[config.mk]
export PLATFORM = sky130hd
export DESIGN_NAME = spi_frame_master
export DESIGN_NICKNAME = d
export VERILOG_FILES = /design/src/rtl/spi_frame_master.sv
export SDC_FILE = /design/constraint.sdc
export NUM_CORES = 1
export LEC_CHECK = 0
export ABC_AREA = 1
export CORE_UTILIZATION = 62
export DETAILED_ROUTE_END_ITERATION = 10
export DONT_BUFFER_PORTS = 1
export HOLD_SLACK_MARGIN = 0.02
export PLACE_DENSITY = 0.78
export REMOVE_ABC_BUFFERS = 1
export SYNTH_ARGS = -nofsm -noshare
export SYNTH_HDL_FRONTEND = slang
export SYNTH_SLANG_ARGS = --single-unit
[constraint.sdc]
create_clock -name clk -period 2.5 [get_ports clk]
set_clock_uncertainty 0.15 [all_clocks]
set_input_delay 0.25 -clock clk [delete_from_list [all_inputs] [get_ports clk]]
set_output_delay 0.25 -clock clk [all_outputs]
set_load 0.05 [all_outputs]
[src/rtl/spi_frame_master.sv]
// spi_frame_master: streams one pixel frame as a single SPI mode-0 transfer, with ss held low for the whole frame.
// Define SPI_FRAME_CRC_EN to append a CRC-8 byte (poly 0x07, init 0x00) after the payload.
module spi_frame_master #(
  parameter int ROWS            = 8,
  parameter int COLUMNS         = 32,
  parameter int BYTES_PER_PIXEL = 2,
  parameter int CLKDIV          = 4
) (
  input  logic                                             clk,
  input  logic                                             rst,
  input  logic                                             start,
  output logic                                             busy,
  output logic                                             done,
  output logic [((ROWS > 1) ? $clog2(ROWS) : 1)-1:0]       pix_row,
  output logic [((COLUMNS > 1) ? $clog2(COLUMNS) : 1)-1:0] pix_col,
  input  logic [23:0]                                      pix_data,
  input  logic                                             pix_valid,
  output logic                                             pix_ready,
  output logic                                             spi_sclk,
  output logic                                             spi_ss,
  output logic                                             spi_mosi,
  input  logic                                             spi_miso
);
  localparam int RW  = (ROWS > 1) ? $clog2(ROWS) : 1;
  localparam int CLW = (COLUMNS > 1) ? $clog2(COLUMNS) : 1;
  localparam int TOT = BYTES_PER_PIXEL * 8;
  localparam int CW  = $clog2(2 * CLKDIV);
  localparam int BW  = $clog2(TOT);

  typedef enum logic [2:0] {IDLE, LEAD, FETCH, SHIFT, TRAIL, RECOVER} state_t;

  state_t         state_q, state_d;
  logic [CW-1:0]  cnt_q, cnt_d;
  logic [BW-1:0]  bit_q, bit_d;
  logic [TOT-1:0] sh_q, sh_d;
  logic [RW-1:0]  row_q, row_d;
  logic [CLW-1:0] col_q, col_d;
  logic busy_q, busy_d, done_q, done_d, ready_q, ready_d;
  logic ss_q, ss_d, sclk_q, sclk_d, mosi_q, mosi_d;
  logic cnt_half_s, cnt_full_s, last_bit_s, last_pix_s, accept_s, crc_phase_s, unused_s;

  assign cnt_half_s = (cnt_q == CW'(CLKDIV - 1));
  assign cnt_full_s = (cnt_q == CW'(2 * CLKDIV - 1));
  assign last_bit_s = crc_phase_s ? (bit_q == BW'(7)) : (bit_q == BW'(TOT - 1));
  assign last_pix_s = (row_q == RW'(ROWS - 1)) && (col_q == CLW'(COLUMNS - 1));
  assign accept_s   = (state_q == IDLE) && start;
  assign unused_s   = ^{spi_miso, pix_data};

`ifdef SPI_FRAME_CRC_EN
  logic [7:0] crc_q, crc_d, crc_next_s;
  logic       crc_phase_q, crc_phase_d;

  function automatic logic [7:0] crc8_step(input logic [7:0] crc, input logic din);
    return {crc[6:0], 1'b0} ^ (((crc[7] ^ din) == 1'b1) ? 8'h07 : 8'h00);
  endfunction

  assign crc_next_s  = crc8_step(crc_q, mosi_q);
  assign crc_phase_s = crc_phase_q;

  // CRC register and trailer-phase flag
  always_ff @(posedge clk or posedge rst) begin
    if (rst) begin
      crc_q       <= 8'h00;
      crc_phase_q <= 1'b0;
    end else begin
      crc_q       <= crc_d;
      crc_phase_q <= crc_phase_d;
    end
  end

  // Fold in each payload bit as its cell ends; enter the trailer after the last payload bit
  always_comb begin
    crc_d       = crc_q;
    crc_phase_d = crc_phase_q;
    if (accept_s) begin
      crc_d       = 8'h00;
      crc_phase_d = 1'b0;
    end else if ((state_q == SHIFT) && cnt_full_s && !crc_phase_q) begin
      crc_d       = crc_next_s;
      crc_phase_d = last_bit_s && last_pix_s;
    end else begin
      crc_d = crc_q;
    end
  end
`else
  assign crc_phase_s = 1'b0;
`endif

  // State and datapath registers
  always_ff @(posedge clk or posedge rst) begin
    if (rst) begin
      state_q <= IDLE;
      cnt_q   <= '0;
      bit_q   <= '0;
      sh_q    <= '0;
      row_q   <= '0;
      col_q   <= '0;
      busy_q  <= 1'b0;
      done_q  <= 1'b0;
      ready_q <= 1'b0;
      ss_q    <= 1'b1;
      sclk_q  <= 1'b0;
      mosi_q  <= 1'b0;
    end else begin
      state_q <= state_d;
      cnt_q   <= cnt_d;
      bit_q   <= bit_d;
      sh_q    <= sh_d;
      row_q   <= row_d;
      col_q   <= col_d;
      busy_q  <= busy_d;
      done_q  <= done_d;
      ready_q <= ready_d;
      ss_q    <= ss_d;
      sclk_q  <= sclk_d;
      mosi_q  <= mosi_d;
    end
  end

  // Next-state logic
  always_comb begin
    state_d = state_q;
    case (state_q)
      IDLE:    state_d = start ? LEAD : IDLE;
      LEAD:    state_d = cnt_half_s ? FETCH : LEAD;
      FETCH:   state_d = (pix_valid && ready_q) ? SHIFT : FETCH;
      SHIFT: begin
        if (cnt_full_s && last_bit_s) begin
          if (crc_phase_s) state_d = TRAIL;
          else if (!last_pix_s) state_d = FETCH;
`ifdef SPI_FRAME_CRC_EN
          else state_d = SHIFT;
`else
          else state_d = TRAIL;
`endif
        end else begin
          state_d = SHIFT;
        end
      end
      TRAIL:   state_d = cnt_half_s ? RECOVER : TRAIL;
      RECOVER: state_d = cnt_half_s ? IDLE : RECOVER;
      default: state_d = IDLE;
    endcase
  end

  // Output and datapath next values
  always_comb begin
    cnt_d   = cnt_q;
    bit_d   = bit_q;
    sh_d    = sh_q;
    row_d   = row_q;
    col_d   = col_q;
    busy_d  = busy_q;
    done_d  = 1'b0;
    ready_d = ready_q;
    ss_d    = ss_q;
    sclk_d  = sclk_q;
    mosi_d  = mosi_q;
    case (state_q)
      IDLE: begin
        if (start) begin
          busy_d = 1'b1;
          ss_d   = 1'b0;
          cnt_d  = '0;
          row_d  = '0;
          col_d  = '0;
        end else begin
          busy_d = 1'b0;
        end
      end
      LEAD: begin
        if (cnt_half_s) begin
          cnt_d   = '0;
          ready_d = 1'b1;
        end else begin
          cnt_d = cnt_q + CW'(1);
        end
      end
      FETCH: begin
        if (pix_valid && ready_q) begin
          sh_d    = pix_data[TOT-1:0];
          mosi_d  = pix_data[TOT-1];
          ready_d = 1'b0;
          cnt_d   = '0;
          bit_d   = '0;
        end else begin
          sclk_d = 1'b0;
        end
      end
      SHIFT: begin
        if (cnt_half_s) begin
          sclk_d = 1'b1;
          cnt_d  = cnt_q + CW'(1);
        end else if (cnt_full_s) begin
          sclk_d = 1'b0;
          cnt_d  = '0;
          if (!last_bit_s) begin
            bit_d  = bit_q + BW'(1);
            sh_d   = sh_q << 1;
            mosi_d = sh_q[TOT-2];
          end else if (!crc_phase_s && !last_pix_s) begin
            ready_d = 1'b1;
            if (col_q == CLW'(COLUMNS - 1)) begin
              col_d = '0;
              row_d = row_q + RW'(1);
            end else begin
              col_d = col_q + CLW'(1);
            end
          end else begin
`ifdef SPI_FRAME_CRC_EN
            // Trailer byte rides in the top of the shifter so the normal shift path sends it
            if (!crc_phase_s) begin
              bit_d                = '0;
              sh_d                 = '0;
              sh_d[TOT-1 -: 8]     = crc_next_s;
              mosi_d               = crc_next_s[7];
            end else begin
              mosi_d = mosi_q;
            end
`else
            mosi_d = mosi_q;
`endif
          end
        end else begin
          cnt_d = cnt_q + CW'(1);
        end
      end
      TRAIL: begin
        if (cnt_half_s) begin
          cnt_d  = '0;
          ss_d   = 1'b1;
          done_d = 1'b1;
        end else begin
          cnt_d = cnt_q + CW'(1);
        end
      end
      RECOVER: begin
        if (cnt_half_s) begin
          cnt_d  = '0;
          busy_d = 1'b0;
        end else begin
          cnt_d = cnt_q + CW'(1);
        end
      end
      default: begin
        busy_d = 1'b0;
        ss_d   = 1'b1;
        sclk_d = 1'b0;
      end
    endcase
  end

  assign busy      = busy_q;
  assign done      = done_q;
  assign pix_row   = row_q;
  assign pix_col   = col_q;
  assign pix_ready = ready_q;
  assign spi_sclk  = sclk_q;
  assign spi_ss    = ss_q;
  assign spi_mosi  = mosi_q;
endmodule

==> Yosys cells after proc, flatten, opt, wreduce, memory -nomap -nowiden <==
Cells that the tools add are included.
W data, S select, Z words.
{ "totals": {"ff_bits": 39, "in_bits": 29, "out_inout_bits": 14} }
{ "classes": {"n_addsub": 4, "eq_ne": 23, "mux": 60, "bitwise": 3, "reduce_logical": 20} }
{ "ops": {"columns": ["operator", "n"], "rows": [
  ["$mux W15", 4],
  ["$mux W3", 13],
  ["$mux W5", 6],
  ["$pmux W15 S2", 1],
  ["$ne A2 B2 Y1 const B", 12],
  ["$mux W1", 21],
  ["$pmux W3 S6", 1],
  ["$mux W4", 4],
  ["$reduce_and A7 Y1", 2],
  ["$eq A3 B3 Y1 const B", 4],
  ["$pmux W1 S3", 4],
  ["$pmux W3 S4", 1],
  ["$reduce_or A4 Y1", 3],
  ["$pmux W5 S2", 1],
  ["$eq A3 B2 Y1 const B", 3],
  ["$reduce_and A3 Y1", 3],
  ["$pmux W4 S2", 1],
  ["$add A3 B1 Y3 const B", 2],
  ["$pmux W3 S2", 1],
  ["$reduce_and A6 Y1", 1],
  ["$add A5 B1 Y5 const B", 1],
  ["$eq A5 B5 Y1 const B", 1],
  ["$reduce_and A5 Y1", 1],
  ["$add A4 B1 Y4 const B", 1],
  ["13 further kinds", 18]
]} }

==> Depth between registers and ports, before layout <==
Gate-level depths: netlist of the first run.
{ "depth": {"ltp_word": 7, "depth_mapped": 12, "mapped_depth_nobuf": 12} }

==> Least setup slack after synthesis of the first run <==
Ideal clock, no wire load.
{ "synth_path": {"path_type": "reg-to-reg", "from": "register col_q[0], in the netlist pix_col[0]", "to": "register row_q[0], in the netlist pix_row[0]", "setup_time_ns": 0.120, "arrival_time_ns": 1.800, "required_ns": 2.230, "path_slack_ns": 0.431, "path_stages_with_launch": 11, "n_path_buf": 0, "path_cell_list": "dfrtp_1 -> ha_1 -> nand2_1 -> nor2_1 -> ha_1 -> nand2_1 -> inv_1 -> o21ai_1 -> nand3_1 -> nand2_1 -> nand2_1"} }
{ "synth_via": {"elab_chain_len": 4, "elab_cells_between_ends": 5} }
{ "synth_lines": {"columns": ["item", "line_no", "rtl"], "rows": [
  ["start: declaration", "37", "logic [CLW-1:0] col_q, col_d;"],
  ["start signal: assignment", "110", "col_q <= col_d;"],
  ["$eq A5 B5 Y1 *", "45, 203", null],
  ["$logic_and A1 B1 Y1", "45", "assign last_pix_s = (row_q == RW'(ROWS - 1)) && (col_q == CLW'(COLUMNS - 1));"],
  ["$ne A2 B2 Y1 (no source line)", null, null],
  ["$reduce_and A7 Y1 (no source line) *", null, null],
  ["end signal: assignment", "109", "row_q <= row_d;"],
  ["end: declaration", "36", "logic [RW-1:0] row_q, row_d;"]
]} }
Every way passes the cells marked *; elsewhere a longest branch is shown, timed or not.
A chain may end at the register's enable or synchronous reset.

==> Worst setup path in the final report of the first run <==
{ "layout_path": {"from": "register cnt_q[0]", "to": "register sh_q[10]"} }
{ "layout_via": {"elab_chain_len": 3, "elab_cells_between_ends": 5} }
{ "layout_lines": {"columns": ["item", "line_no", "rtl"], "rows": [
  ["start: declaration", "33", "logic [CW-1:0] cnt_q, cnt_d;"],
  ["start signal: assignment", "106", "cnt_q <= cnt_d;"],
  ["$eq A3 B3 Y1 / $eq A3 B2 Y1 (equally long branches)", "43, 42", null],
  ["$ne A2 B2 Y1 (no source line)", null, null],
  ["$reduce_and A5 Y1 (no source line) *", null, null],
  ["end signal: assignment", "95", "sh_q <= '0;"],
  ["end signal: assignment", "108", "sh_q <= sh_d;"],
  ["end: declaration", "35", "logic [TOT-1:0] sh_q, sh_d;"]
]} }
Marked as above.

==> results of run 1 <==
## cell families (layout without fill, tap and decap cells)
kind of cell | after synthesis | after routing
buffers and inverters | 49 | 76
DFF | 39 | 39
xor gates and xnor gates | 1 | 1
AOI/OAI and AO/OA | 45 | 45
and+or+nand+nor | 152 | 152
adders and majority gates | 10 | 10
## final cells by class
type / instances / area (sq um) / share of cell area (%)
inverter: 40 / 150.1 / 5.891
sequential: 39 / 977.2 / 38.34
clock inverter: 2 / 35.03 / 1.375
tap: 46 / 57.56 / 2.258
clock buffer: 6 / 51.30 / 2.013
timing repair buffer: 28 / 270.3 / 10.60
multi-input combinational: 208 / 1007 / 39.52
## Yosys cell counts
cell type / count / share of area [%]
buf_4: 3 / 1.0
buf_2: 2 / 0.45
ha_1: 10 / 5.7
nand3_1: 19 / 4.3
nor2_2: 1 / 0.28
nor2_1: 20 / 3.4
o21ai_1: 28 / 6.4
a21oi_1: 4 / 0.91
clkbuf_1: 1 / 0.17
o22ai_1: 1 / 0.28
inv_1: 38 / 6.5
o31ai_1: 1 / 0.34
nor3_1: 2 / 0.45
xnor2_1: 1 / 0.40
o21ai_0: 11 / 2.5
buf_6: 3 / 1.5
dfrtp_1: 38 / 43
nand3b_1: 2 / 0.68
inv_2: 2 / 0.34
nand2_2: 3 / 0.85
nand4_1: 6 / 1.7
nand2_1: 97 / 17
dfstp_2: 1 / 1.2
nor2_4: 2 / 1.0
## state kept, by name, indices dropped and copies added, names as in the netlist, 3 cells and up
signal and cells:
sh_q 15, bit_q 4, state_q 3, pix_col 5, pix_row 3, cnt_q 3
## worst paths after layout
kind	slack, ns	end	cells after the start
min in group asynchronous	0.31	busy	3
worst min-delay path	0.20	cnt_q[2]	4
worst max-delay path	0.28	sh_q[10]	10
max in group asynchronous	1.53	pix_col[2]	3
worst min register to register	0.35	sh_q[0]	2
worst max register to register	0.28	sh_q[10]	10
## where the power goes
part	internal, mW	switching (mW)	total (mW)	leakage, nW
logic	0.489	1.01	1.50	0.771
clock network	0.236	0.210	0.446	0.0482
registers	0.860	0.227	1.09	0.501
## metal layers
layer,track usage [%],up-vias,part of all wire [%]
li1,-,996,-
met1,30.34,877,45
met2,44.09,49,50
met3,6.303,5,3.9
met4,9.524,0,1.3
met5,0,-,0
## repair_timing
action                     CTS  global route
setup endpoints to repair    0             0
setup buffers                0             0
hold endpoints to repair    57             0
hold buffers                19             0
## worst reg2reg max path, delay by kind of cell (launching register included)
| kind | cells | cell delay, ns |
|---|---|---|
| adders and majority gates | 2 | 0.48 |
| AOI/OAI and AO/OA | 1 | 0.09 |
| buffers and inverters | 2 | 0.36 |
| DFF | 1 | 0.43 |
| and+or+nand+nor | 5 | 0.65 |
==> run_results.csv, run 1 <==
group,metric,value,unit
cts,cts_tree,"done",
cts,cts_root_buffer,"clkbuf_4",
synth,syn_area,2205,sq um
timing,whs,0.1957,ns
flow_run,cap_violations,0,
timing,report.final.slew_viol_count,0,
synth,ys_seq_elements,39,
route,drtIter0Drc,60,
route,vias,1927,
cells_and_area,nFillCells,269,
place,portBuffers,0,
synth,ys_seq_area_share,44.32,%
floorplanning,pin_count,43,
cts,clock_latency,0.35,ns
cells_and_area,fin_cells,369,
synth,syn_avg_cell_area,7.448,sq um
critical_path,startpoint_type,"flip-flop",
floorplanning,start_util,65.55,%
grt,grt_max_degree,40,
timing,setup_viol,0,
grt,antenna_found_initial,0,
place,gp_congestion,0.8837,
critical_path,crit_path_cell_trace,"ha_1 -> ha_1 -> inv_1 -> nand2_1 -> nand2_1 -> nand2_2 -> nor2_4 -> buf_12 -> nand2_1 -> o21ai_1",
route,postRouteAntennaNets,0,
cts,cts_buffers,5,
cts,path_clk_slew,0.12,ns
cells_and_area,layout_common_cells,"97 x nand2_1, 38 x inv_1, 38 x dfrtp_1",
grt,grt_usage,25.39,%
cts,cts_sinks,39,
route,drcViolationCount,0,
power_and_ir_drop,p_total,3.033,mW
synth,synthCells,296,
route,finalWirelength,4.329,mm
critical_path,crit_type,"reg2reg",
worst_hold_path,hold_path.class,"in2reg",
cells_and_area,final_common_cell,"nand2_1",
timing,max_slew_margin,65.10,%
critical_path,cp_common_cell,"nand2_1",
floorplanning,die_y,61.63,um
synth,synth-xor-area-share,0.3973,%
synth,yosys_warnings,0,
cts,cts_max_level,2,
critical_path,cp_top_family,"simple AND/OR/NAND/NOR gates",
synth,synth_compound_area_share,10.39,%
cells_and_area,drive_above_1_share,8.050,%
place,dpl-instance-area,2272,sq um
worst_hold_path,hold_start,"start",
route,vias_per_cell,5.222,
critical_path,crit_fanout,25,
status,status,"finished, final reports clean",
timing,hold_violations,0,
grt,gr-total-overflow,0,
floorplanning,coreArea,3363,sq um
timing,setup_ws,0.2841,ns
timing,rsz0062_at_grt,"false",
floorplanning,die_w,61.63,um
critical_path,crit_slowest_cell,"dfrtp_1",
synth,synth-simple-area-share,29.23,%
route,dr.pass1.iters,4,
critical_path,required,2.62,ns
place,dp_hpwl,2.731,mm
critical_path,critPathCaptureType,"flip-flop",
place,dp_slack,0.3738,ns
power_and_ir_drop,peakVddDrop,0.6518,mV
power_and_ir_drop,p_leak,1.321,nW
critical_path,path_buf_inv,2,
timing,tns,0,ns
synth,yosysUniqueCellTypes,24,
cells_and_area,fin_area,2549,sq um
cells_and_area,n_antenna_cell,0,
power_and_ir_drop,power_density,1190,nW/um^2
cells_and_area,num-nets-final,361,
critical_path,slowest_delay,0.43,ns
timing,fin_crit,2.216,ns
cts,cts_resized,0,
floorplanning,num_rows,21,
route,wire_per_inst,11.73,um
floorplanning,die-area,3798,sq um
place,place_inst,342,
synth,synth_top_family_by_area,"simple AND/OR/NAND/NOR gates",
cts,cts_buffer_depth,2,
timing,finalCritPeriodShare,88.63,%
critical_path,reg2reg_from,"cnt_q[0]",
timing,timing.fmax,0.4513,GHz
timing,tightest_slew,0.5235,ns
cells_and_area,final_core_util,75.78,%
critical_path,arrival,2.34,ns
grt,grt_first_pass_wirelength,7.003,mm
grt,grt_pass1_vias,1697,
synth,muxShareOfSynthArea,0,%
cells_and_area,area_delta_synth_final,15.61,%
synth,synthAdderAreaFrac,5.675,%
critical_path,setup.worst_path.start,"cnt_q[0]",
No activity file was read; power rests on OpenSTA's default activity.
==> run 2: changes to the inputs <==
--- a/config.mk
+++ b/config.mk
@@ -6,6 +6,7 @@
 export NUM_CORES = 1
 export LEC_CHECK = 0
 export ABC_AREA = 1
+export CORE_ASPECT_RATIO = 0.75
 export CORE_UTILIZATION = 62
 export DETAILED_ROUTE_END_ITERATION = 10
 export DONT_BUFFER_PORTS = 1
==> run 2 against run 1 <==
The flow now finishes with violations (design-rule violations). Final cell count decreased by 6.0%. Maximum frequency increased by 0.66%. Setup slack improved by 0.015 ns. Count of clock-buffer cells in the layout decreased by 1. Cell area decreased by 4.6%. Non-clock buffer count decreased by 16. Register-to-register slack about the same. Clock power increased by 40%. Combinational power about the same. Global-route usage decreased by 2.0 points. Sequential cell count unchanged. Sequential power about the same. Largest cell class unchanged. Largest power group unchanged.
==> run_results.csv, run 2 (synthesis gave the netlist of run 1 again) <==
group,metric,value,unit
status,status,"finished, violations left",
status,failed_checks,"design-rule violations",
floorplanning,start_util,66.14,%
cells_and_area,final_common_cell,"nand2_1",
timing,tightest_slew,0.5148,ns
floorplanning,pin_count,43,
floorplanning,coreArea,3333,sq um
place,gp_congestion,0.8676,
timing,rsz0062_at_grt,"false",
cts,cts_max_level,2,
cells_and_area,regArea,977.2,sq um
place,place_inst,336,
route,dr_wl_met2,1.749,mm
cells_and_area,final_core_util,72.94,%
cells_and_area,n_antenna_cell,0,
cts,cts_tree,"done",
floorplanning,num_rows,18,
grt,grt_max_degree,40,
power_and_ir_drop,peakVddDrop,0.7398,mV
place,dpl-instance-area,2265,sq um
power_and_ir_drop,p_comb_share,46.1,%
place,portBuffers,0,
power_and_ir_drop,p_sw_share,45.70,%
route,routed-wl-met3,180,um
route,postRouteAntennaNets,0,
cts,cts_buffer_depth,2,
floorplanning,die_y,53.64,um
cells_and_area,nFillCells,267,
route,vias_per_cell,5.314,
cts,cts_sinks,39,
route,wire_per_inst,11.67,um
critical_path,crit_path_cell_trace,"ha_1 -> ha_1 -> inv_1 -> nand2_1 -> nand2_1 -> nand2_2 -> nor2_4 -> inv_1 -> nand2_1 -> nand2_1",
grt,gr-total-overflow,0,
critical_path,crit_slowest_cell,"dfrtp_1",
power_and_ir_drop,internal_power,1.732,mW
timing,max_slew_margin,65.68,%
cts,cts_buffers,5,
route,wl_met1,2.090,mm
route,drtIter0Drc,187,
timing,hold_violations,0,
grt,grt_first_pass_wirelength,6.810,mm
timing,whs,0.03502,ns
cells_and_area,regMostFlops,"sh_q",
cts,path_clk_slew,0.08,ns
power_and_ir_drop,p_leak,1.270,nW
power_and_ir_drop,switching_power,1.458,mW
cells_and_area,drive_above_1_share,8.469,%
power_and_ir_drop,power_density,1312,nW/um^2
cts,cts_root_buffer,"clkbuf_8",
cells_and_area,area_delta_synth_final,10.27,%
floorplanning,die-area,3801,sq um
critical_path,startpoint_type,"flip-flop",
power_and_ir_drop,p_total,3.190,mW
power_and_ir_drop,p_clk_share,19.6,%
cts,cts_setup_buffers,0,
route,vias,1844,
place,dp_slack,0.3395,ns
cells_and_area,fin_cells,347,
timing,timing.fmax,0.4543,GHz
cells_and_area,layout_common_cells,"97 x nand2_1, 38 x inv_1, 38 x dfrtp_1",
cells_and_area,num-nets-final,345,
cells_and_area,largest_reg_flops,15,
critical_path,crit_fanout,12,
power_and_ir_drop,seqPwrFrac,34.3,%
grt,antenna_found_initial,0,
worst_hold_path,hold_path.class,"in2reg",
timing,finalCritPeriodShare,88.05,%
critical_path,crit_type,"reg2reg",
place,dp_hpwl,2.900,mm
cells_and_area,fin_area,2431,sq um
timing,setup_viol,0,
flow_run,cap_violations,0,
floorplanning,die_w,70.86,um
grt,grt_usage,23.37,%
timing,setup_ws,0.2987,ns
route,drcViolationCount,3,
critical_path,arrival,2.24,ns
critical_path,required,2.54,ns
route,dr.pass1.iters,7,
cells_and_area,multi_input_area,1007,sq um
cts,cts_resized,0,
route,finalWirelength,4.049,mm
cts,clock_latency,0.29,ns
timing,report.final.slew_viol_count,0,
grt,grt_pass1_vias,1557,
route,routed.top_layer,"met4",
timing,tns,0,ns
critical_path,critPathCaptureType,"flip-flop",
critical_path,slowest_delay,0.42,ns
critical_path,cp_common_cell,"nand2_1",
timing,fin_crit,2.201,ns
==> run 2: cell types whose count changed in the layout (fill, tap and decap cells not counted) <==
cell and change:
dlygate4sd3_1 -16, clkbuf_4 -5, clkbuf_8 +4, bufinv_16 +1, clkinv_2 -1, clkinvlp_4 +1
==> run 2: power by group through the flow <==
| stage | registers, mW | clock network (mW) | logic, mW |
|---|---|---|---|
| floorplan | 1.21 | 0 | 0.968 |
| global placement | 1.10 | 0 | 1.43 |
| detailed placement | 1.10 | 0 | 1.46 |
| CTS | 1.09 | 0.640 | 1.47 |
| global route | 1.13 | 0.662 | 1.69 |
| finish | 1.09 | 0.626 | 1.47 |
==> run 2: area by class of cell <==
class	instances	share of cell area, %
Inverter	40	6.176
Sequential cell	39	40.20
Tap cell	40	2.059
Multi-Input combinational cell	208	41.43
Clock inverter	3	2.779
Clock buffer	5	2.831
Timing Repair Buffer	12	4.529
==> run 2: layer usage <==
metal	vias up	GRT usage (%)
met4	0	4.333
li1	956	-
met2	40	36.38
met3	3	5.993
met5	-	0
met1	845	33.61
==> run 2: worst max-delay path: cells and delay by family, from the launching register on <==
kind          cells  cell delay, ns
simple gates      6            0.70
fa+ha+maj         2            0.49
flops             1            0.42
buf+inv           2            0.33
==> run 2: what timing repair did <==
item | in CTS | in global routing
endpoints found under the setup margin | 0 | 0
hold buffers | 3 | 0
endpoints found under the hold margin | 40 | 0
==> run 2: path summary, 6_finish.rpt <==
check | from | endpoint | slack, ns | cells after the start
worst max-delay path | cnt_q[0] | spi_mosi | 0.30 | 10
worst min-delay path | pix_data[5] | sh_q[5] | 0.04 | 4
worst max register to register | cnt_q[0] | spi_mosi | 0.30 | 10
worst min register to register | sh_q[0] | sh_q[0] | 0.37 | 2
max in group asynchronous | rst | spi_ss | 1.48 | 3
min in group asynchronous | rst | sh_q[1] | 0.37 | 3
